`config.mk`:
```
export PLATFORM = sky130hd
export DESIGN_NAME = fancy_counter_seq_flat
export DESIGN_NICKNAME = d
export VERILOG_FILES = /design/src/rtl/fancy_counter_seq_if.sv /design/src/rtl/fancy_counter_seq.sv /design/src/flat_wrapper.sv
export SDC_FILE = /design/constraint.sdc
export NUM_CORES = 1
export LEC_CHECK = 0
export ABC_CLOCK_PERIOD_IN_PS = 1700
export CAP_MARGIN = 20
export CORE_MARGIN = 5
export CORE_UTILIZATION = 41
export CTS_BUF_LIST = sky130_fd_sc_hd__clkbuf_8
export DETAILED_ROUTE_END_ITERATION = 7
export PLACE_DENSITY_LB_ADDON = 0.15
export SETUP_SLACK_MARGIN = 0.2
export SLEW_MARGIN = 10
export SYNTH_ARGS = -nofsm -noshare
export SYNTH_HDL_FRONTEND = slang
export SYNTH_SLANG_ARGS = --single-unit
```
`constraint.sdc`:
```
create_clock -name clk -period 1.7 [get_ports clk]
set_clock_uncertainty 0.2 [all_clocks]
set_input_delay 0.255 -clock clk [delete_from_list [all_inputs] [get_ports clk]]
set_output_delay 0.255 -clock clk [all_outputs]
set_load 0.1 [all_outputs]
```
`src/rtl/fancy_counter_seq_if.sv`:
```
// fancy_counter_seq_if
// Command and response channels between a host and fancy_counter_seq.
//   cmd_valid/cmd_ready/cmd_op/cmd_len : command channel, host -> sequencer
//   rsp_valid/rsp_ready/rsp_data/rsp_fancy/rsp_err : response channel, sequencer -> host
// master modport is the host side, slave modport is the sequencer side.
interface fancy_counter_seq_if #(
    parameter int W = 16
);
    logic         cmd_valid;
    logic         cmd_ready;
    logic [1:0]   cmd_op;
    logic [W-1:0] cmd_len;
    logic         rsp_valid;
    logic         rsp_ready;
    logic [W-1:0] rsp_data;
    logic [W-1:0] rsp_fancy;
    logic         rsp_err;

    modport master (
        output cmd_valid, cmd_op, cmd_len, rsp_ready,
        input  cmd_ready, rsp_valid, rsp_data, rsp_fancy, rsp_err
    );

    modport slave (
        input  cmd_valid, cmd_op, cmd_len, rsp_ready,
        output cmd_ready, rsp_valid, rsp_data, rsp_fancy, rsp_err
    );
endinterface

```
`src/rtl/fancy_counter_seq.sv`:
```
// fancy_counter_seq
// Runs RUN/CLEAR/READ commands against a single fancy counter: drives its
// enable for an exact number of cycles or pulses its reset, then captures
// the counter outputs and returns them on the response channel.
// Ports:
//   clk, nreset      : clock, synchronous active-low reset
//   bus (slave)      : command / response handshake channels
//   cnt_en           : counter enable (registered)
//   cnt_nreset       : counter synchronous reset, active-low
//   cnt_data/fancy   : counter outputs, captured in CAP
//   busy             : high whenever the sequencer is not idle
module fancy_counter_seq #(
    parameter int W = 16
) (
    input  logic                 clk,
    input  logic                 nreset,
    fancy_counter_seq_if.slave   bus,
    output logic                 cnt_en,
    output logic                 cnt_nreset,
    input  logic [W-1:0]         cnt_data,
    input  logic [W-1:0]         cnt_fancy,
    output logic                 busy
);
    localparam logic [1:0] OP_RUN   = 2'd0;
    localparam logic [1:0] OP_CLEAR = 2'd1;
    localparam logic [1:0] OP_RSVD  = 2'd3;

    typedef enum logic [2:0] {
        IDLE = 3'd0,
        RUN  = 3'd1,
        CLR  = 3'd2,
        CAP  = 3'd3,
        RSP  = 3'd4
    } state_t;

    state_t       state, next_state;
    logic [W-1:0] remaining;
    logic [1:0]   op_q;
    logic [W-1:0] rsp_data_q;
    logic [W-1:0] rsp_fancy_q;
    logic         rsp_err_q;
    logic         accept;

    assign accept = bus.cmd_valid && (state == IDLE);

    always_comb begin
        next_state = state;
        case (state)
            IDLE: begin
                if (bus.cmd_valid) begin
                    if (bus.cmd_op == OP_RUN)
                        next_state = (bus.cmd_len == '0) ? CAP : RUN;
                    else if (bus.cmd_op == OP_CLEAR)
                        next_state = CLR;
                    else
                        next_state = CAP;   // READ and reserved op
                end
            end
            // remaining is at least 1 whenever RUN is entered
            RUN:     if (remaining == W'(1)) next_state = CAP;
            CLR:     next_state = CAP;
            CAP:     next_state = RSP;
            RSP:     if (bus.rsp_ready) next_state = IDLE;
            default: next_state = IDLE;
        endcase
    end

    always_ff @(posedge clk) begin
        if (!nreset) begin
            state       <= IDLE;
            cnt_en      <= 1'b0;
            remaining   <= '0;
            op_q        <= 2'd0;
            rsp_data_q  <= '0;
            rsp_fancy_q <= '0;
            rsp_err_q   <= 1'b0;
        end else begin
            state  <= next_state;
            // registered so the enable lines up exactly with RUN cycles
            cnt_en <= (next_state == RUN);
            if (accept) begin
                remaining <= bus.cmd_len;
                op_q      <= bus.cmd_op;
            end else if (state == RUN) begin
                remaining <= remaining - W'(1);
            end
            if (state == CAP) begin
                rsp_data_q  <= cnt_data;
                rsp_fancy_q <= cnt_fancy;
                rsp_err_q   <= (op_q == OP_RSVD);
            end
        end
    end

    // Block reset passes straight through so the counter clears on the same edge.
    assign cnt_nreset    = nreset && (state != CLR);
    assign busy          = (state != IDLE);
    assign bus.cmd_ready = (state == IDLE);
    assign bus.rsp_valid = (state == RSP);
    assign bus.rsp_data  = rsp_data_q;
    assign bus.rsp_fancy = rsp_fancy_q;
    assign bus.rsp_err   = rsp_err_q;
endmodule

```
`src/flat_wrapper.sv`:
```
// flat-port wrapper written by rule: the top's interface ports become plain ports
module fancy_counter_seq_flat 
#(
    parameter int W = 16
)
  (clk, nreset, cnt_en, cnt_nreset, cnt_data, cnt_fancy, busy, bus_cmd_valid, bus_cmd_op, bus_cmd_len, bus_rsp_ready, bus_cmd_ready, bus_rsp_valid, bus_rsp_data, bus_rsp_fancy, bus_rsp_err);
  fancy_counter_seq_if #(.W(W)) bus_i ();
  input  logic clk;
  input  logic nreset;
  output logic cnt_en;
  output logic cnt_nreset;
  input  logic [W-1:0] cnt_data;
  input  logic [W-1:0] cnt_fancy;
  output logic busy;
  input wire logic [$bits(bus_i.cmd_valid)-1:0] bus_cmd_valid;
  input wire logic [$bits(bus_i.cmd_op)-1:0] bus_cmd_op;
  input wire logic [$bits(bus_i.cmd_len)-1:0] bus_cmd_len;
  input wire logic [$bits(bus_i.rsp_ready)-1:0] bus_rsp_ready;
  output wire logic [$bits(bus_i.cmd_ready)-1:0] bus_cmd_ready;
  output wire logic [$bits(bus_i.rsp_valid)-1:0] bus_rsp_valid;
  output wire logic [$bits(bus_i.rsp_data)-1:0] bus_rsp_data;
  output wire logic [$bits(bus_i.rsp_fancy)-1:0] bus_rsp_fancy;
  output wire logic [$bits(bus_i.rsp_err)-1:0] bus_rsp_err;
  assign bus_i.cmd_valid = bus_cmd_valid;
  assign bus_i.cmd_op = bus_cmd_op;
  assign bus_i.cmd_len = bus_cmd_len;
  assign bus_i.rsp_ready = bus_rsp_ready;
  assign bus_cmd_ready = bus_i.cmd_ready;
  assign bus_rsp_valid = bus_i.rsp_valid;
  assign bus_rsp_data = bus_i.rsp_data;
  assign bus_rsp_fancy = bus_i.rsp_fancy;
  assign bus_rsp_err = bus_i.rsp_err;
  fancy_counter_seq #(.W(W)) u_core (.clk(clk), .nreset(nreset), .bus(bus_i), .cnt_en(cnt_en), .cnt_nreset(cnt_nreset), .cnt_data(cnt_data), .cnt_fancy(cnt_fancy), .busy(busy));
endmodule
```
Yosys cells after proc, flatten, opt, wreduce, memory -nomap -nowiden --
Cells that the tools add are included.
Operators by class: add/subtract/negate cells 1, equal/unequal tests 9, multiplexer cells 9, reduce and logical (&&, ||, !) cells 7
Operators with widths (count):
- 2-to-1 mux 16 bit | 2
- equality test 16 x 1 -> 1 bit, second input constant | 1
- logical NOT 16 bit | 1
- subtractor 16 x 1 -> 16 bit, second input constant | 1
- one-hot mux 3 bit (5 select lines) | 1
- 2-to-1 mux 3 bit | 4
- equality test 3 x 1 -> 1 bit, second input constant | 2
- equality test 3 x 2 -> 1 bit, second input constant | 2
- equality test 3 bit, second input constant | 1
- logical NOT 3 bit | 1
- inequality test 3 x 2 -> 1 bit, second input constant | 1
- nonzero test 3 bit | 1
- equality test 2 x 1 -> 1 bit, second input constant | 1
- equality test 2 bit, second input constant | 1
- logical AND 1 bit | 2
- logical NOT 2 bit | 1
- 2-to-1 mux 2 bit | 1
- nonzero test 2 bit | 1
- 2-to-1 mux 1 bit | 1
Storage, ports and cells: bits in registers 55, input bits 54, output and inout port bits 38, word-level logic and storage cells 33

Logic depth before layout (Yosys ltp) --
Gate-level depths: netlist of the first run.
depth in word-level cells 6, gate-level depth with buffers 6, depth with buffers taken out 6

Least setup slack after synthesis of the first run --
Ideal clock, no wire load.
path kind flip-flop to flip-flop, start register u_core.state[2], end register u_core.state[2], setup time 74 ps, arrival time 3010 ps, required time 1426 ps, path slack -1584 ps, cell stages (with the launch flop) 4, buffers on the path 0, period minus slack after synthesis 3284 ps, cells stage by stage dfxtp_1 nor3b_1 nand2b_1 a21oi_1
On the way: word-level cells in the longest chain between the ends 2, elaborated cells on any way between the ends 9, those cells by class eq/ne (4); mux (4); reduce/logical (1)
Ends and longest elaborated chain:
- start, declared | line fancy_counter_seq.sv:36 | state_t state, next_state;
- start signal, assigned | line fancy_counter_seq.sv:78 | state <= next_state;
- equality test 3 bit
- via bus_rsp_valid | line flat_wrapper.sv:20 | output wire logic [$bits(bus_i.rsp_valid)-1:0] bus_rsp_valid;
- one-hot mux 3 bit (5 select lines) | line fancy_counter_seq.sv:48 | case (state)
The timed path passes the listed nets, and every way through them passes these cells. A chain may end at the register's enable or synchronous reset.

Worst setup path after layout of the first run --
start register u_core.state[2], end output cnt_nreset
On the way: word-level cells in the longest chain between the ends 2
Ends and longest elaborated chain:
- inequality test 3 x 2 -> 1 bit | line fancy_counter_seq.sv:96 | assign cnt_nreset = nreset && (state != CLR);
- logical AND 1 bit | line fancy_counter_seq.sv:96
- end, declared | line flat_wrapper.sv:11 | output logic cnt_nreset;
No other way between the ends.

==> metrics.cfg, run 1 <==
[run_status]
run_status=complete, but fails checks
failed_checks=negative setup slack

[synthesis]
synth_area_mm2=0.00238
netlist_instances=297
mappedNetlistNets=353
ys_async_sr_fraction_pct=0
netlist_top_cells_area=dfxtp_1 (46%), nand2_1 (12%), a21oi_1 (9.9%)
synth-main-ff-cell=dfxtp_1
synthDominantCellAreaShare_pct=46.3
synth_top_cell_by_area=dfxtp_1
number_of_synthesized_flops_with_an_enable_pin=0
ys_ff_latch=55
ys_types=47
synth_warnings=0
seq_area_frac_synth_pct=46.3
post_synth.cell_area_avg_um2=8.00

[sta]
timing.setup.tns_ps=-2860
finalSetupViolCount=27
timing.final.max_slew_violations=0
timing.final.hold_violations=0
finalWorstPathRequiredPeriod_ps=1960
timing.fmax_mhz=510
final_min_period_over_clock_period_pct=115
worst-slew-pin-transition_ps=543
grt_setup_unrepaired=true
timing.final.ws_setup_ps=-263
slew_headroom_pct=63.5

[power_and_ir_drop]
share_clk_of_total_power_pct=19.6
design_power_total_mw=4.64
power.density_mw_per_mm2=921
cellInternalPower_mw=2.85
share_seq_of_total_power_pct=32.9
power.share.combinational_pct=47.5
switching_power_total_mw=1.79
static-leakage-power_nw=1.89
max-vdd-ir-drop_mv=0.650
netSwitchingFraction_pct=38.6

[cells_and_area]
final_non_filler_cells=536
finalNetCount=519
filler_cell_count=212
drive_gt1_share_pct=47.2
areaGrowthSynthToFinish_pct=112
post-route-util_pct=90.4
total_inserted_antenna_cells=0

[place]
detailedPlacementHpwl_um=5850
gp_congestion=0.873
post-place-ws_ps=-372
port_buffers=91
dpl.cell_count=498

[grt]
largest_net_degree_at_the_start_of_global_routing=35
globalRoute.totalOverflow=0
overall_routing_resource_usage_pct=23.8
grt_first_pass_wirelength_um=14100
vias_in_the_first_global_route=2924
antenna_found_initial=0

[route]
post-route-drc-count=0
num_vias=3234
drt.antenna.violating_nets=0
routed_wire_length_per_instance_um=23.1
number_of_drc_markers_after_the_initial_detailed_route_iteration=250
drt-vias-per-instance=6.03
first_pass_iters=5
routed_wl_um=12400

[floorplan]
boundaryPins=92
die_x_um=86.1
core-area_mm2=0.00557
fp.dieArea_mm2=0.00742
die_h_um=86.1
start_util_pct=42.6
floorplan.rows=27

[clock_tree]
tritoncts_clock_tree=yes
count_of_clock_tree_sinks=55
cts_htree_levels=2
cts_made_buffers=5
clk_path_buf_depth=2
cts_hold_buffers=0
cts_root_buf=clkbuf_8
clk_latency_ps=320
cts.clk_slew.worst_paths_ps=110

[min_path]
worstHoldPathType=input pin to flip-flop

[critical_path]
end_kind=output pin
crit_path_max_fanout=5
critical_path_required_ps=1240
data_arrival_time_at_the_worst_slack_endpoint_ps=1510
timing.setup.critical_path_class=flip-flop to output pin
startpoint_type=flip-flop

[job]
drv.max_cap_violation_count=0

logic make-up after synthesis:
group	synth area share (%)
fa+ha+maj	1.05
simple gates	27.5
compound gates	20.6
buf+inv	4.47
flops	46.3
final cells by class:
cell class	instances	area (um2)	share of cell area, %
Tap cell	72	90.1	1.79
Inverter	5	31.3	0.621
Clock inverter	3	43.8	0.869
Sequential cell	55	1110	22.0
Multi-Input combinational cell	219	1560	31.0
Clock buffer	5	68.8	1.37
Timing Repair Buffer	177	2130	42.3
power groups by stage:
stage	Sequential (mW)	Combinational, mW	Clock (mW)
5_1_grt	1.53	2.28	0.966
6_report	1.53	2.20	0.910
2_1_floorplan	1.72	0.665	0
4_1_cts	1.50	1.80	0.898
3_5_place_dp	1.52	1.57	0
3_3_place_gp	1.52	1.55	0
synth_stat cells, types with 2 or more instances:
| master | instances |
|---|---|
| a221oi_1 | 3 |
| and3_1 | 2 |
| clkbuf_1 | 13 |
| buf_2 | 4 |
| a22oi_1 | 6 |
| a41oi_1 | 2 |
| nor2_1 | 16 |
| a31oi_1 | 8 |
| dfxtp_1 | 55 |
| nor4_1 | 5 |
| o211ai_1 | 2 |
| inv_1 | 4 |
| or4_1 | 2 |
| o21ai_1 | 4 |
| nand2_1 | 77 |
| nor3b_1 | 2 |
| or3_1 | 3 |
| nand3_1 | 8 |
| nand2b_1 | 2 |
| nand4_1 | 3 |
| ha_1 | 2 |
| a21oi_1 | 47 |
| nor3_1 | 3 |
cell usage in the layout (no fill, tap or decap), drive strengths merged, types with 2 or more instances in the layout:
cell,instances
nor3b,3
nor3,4
a41oi,2
a31oi,8
nor4,7
clkbuf,8
a21oi,47
and3,2
nand4,3
o21ai,5
or4,2
nand3,8
nand2b,2
buf,121
o211ai,2
o311ai,2
nand2,77
a221oi,3
nor4b,2
inv,5
a22oi,6
ha,2
nor2,17
clkinv,2
or3,3
dfxtp,55
clkdlybuf4s50,53
flip-flops by register name (all words and copies together), names as in the netlist:
signal / cells
u_core.bus.rsp_fancy: 16
u_core.op_q: 2
u_core.state: 3
u_core.remaining: 16
u_core.bus.rsp_data: 16
u_core.bus.rsp_err: 1
u_core.cnt_en: 1
worst paths after layout:
path         cells past startpoint                startpoint  slack (ps)                        to
min                              3              cnt_fancy[7]         280   u_core.bus.rsp_fancy[7]
max                              5           u_core.state[2]        -260                cnt_nreset
min reg2reg                      2  u_core.bus.rsp_fancy[14]         300  u_core.bus.rsp_fancy[14]
max reg2reg                      5      u_core.remaining[13]        -210      u_core.remaining[14]
through the flow:
| step | area [um2] | hold slack, ps |
|---|---|---|
| 3_3_place_gp | 4210 | 246 |
| 4_1_cts | 4580 | 271 |
| 3_5_place_dp | 4210 | 260 |
| 6_report | 5040 | 281 |
| 2_1_floorplan | 2480 | 183 |
| 5_1_grt | 5040 | 288 |
layer usage:
layer | vias up | global-route usage [%] | share of wire [%]
met2 | 227 | 42.7 | 50
li1 | 1389 | - | -
met1 | 1555 | 26.3 | 36
met4 | 0 | 9.50 | 4.8
met3 | 63 | 6.63 | 8.8
met5 | - | 0 | 0
timing repair:
action	CTS	global route
setup buffers	14	10
endpoints found under the setup margin	27	56
gates cloned	1	5
pin swaps	19	35
gates resized for setup	36	78
critical path, cell delays in order (launching register included):
cell and delay [ps]:
dfxtp_2 350, buf_6 110, buf_4 160, nor3b_4 320, nor2_4 70, buf_12 170
(Power assumes the default switching activity.)
==> run 2, diff against run 1 <==
HOLD_SLACK_MARGIN = 0.12   (was unset)
==> results of run 2 <==
No change in the layout: final DEF, timing and power equal those of run 1.
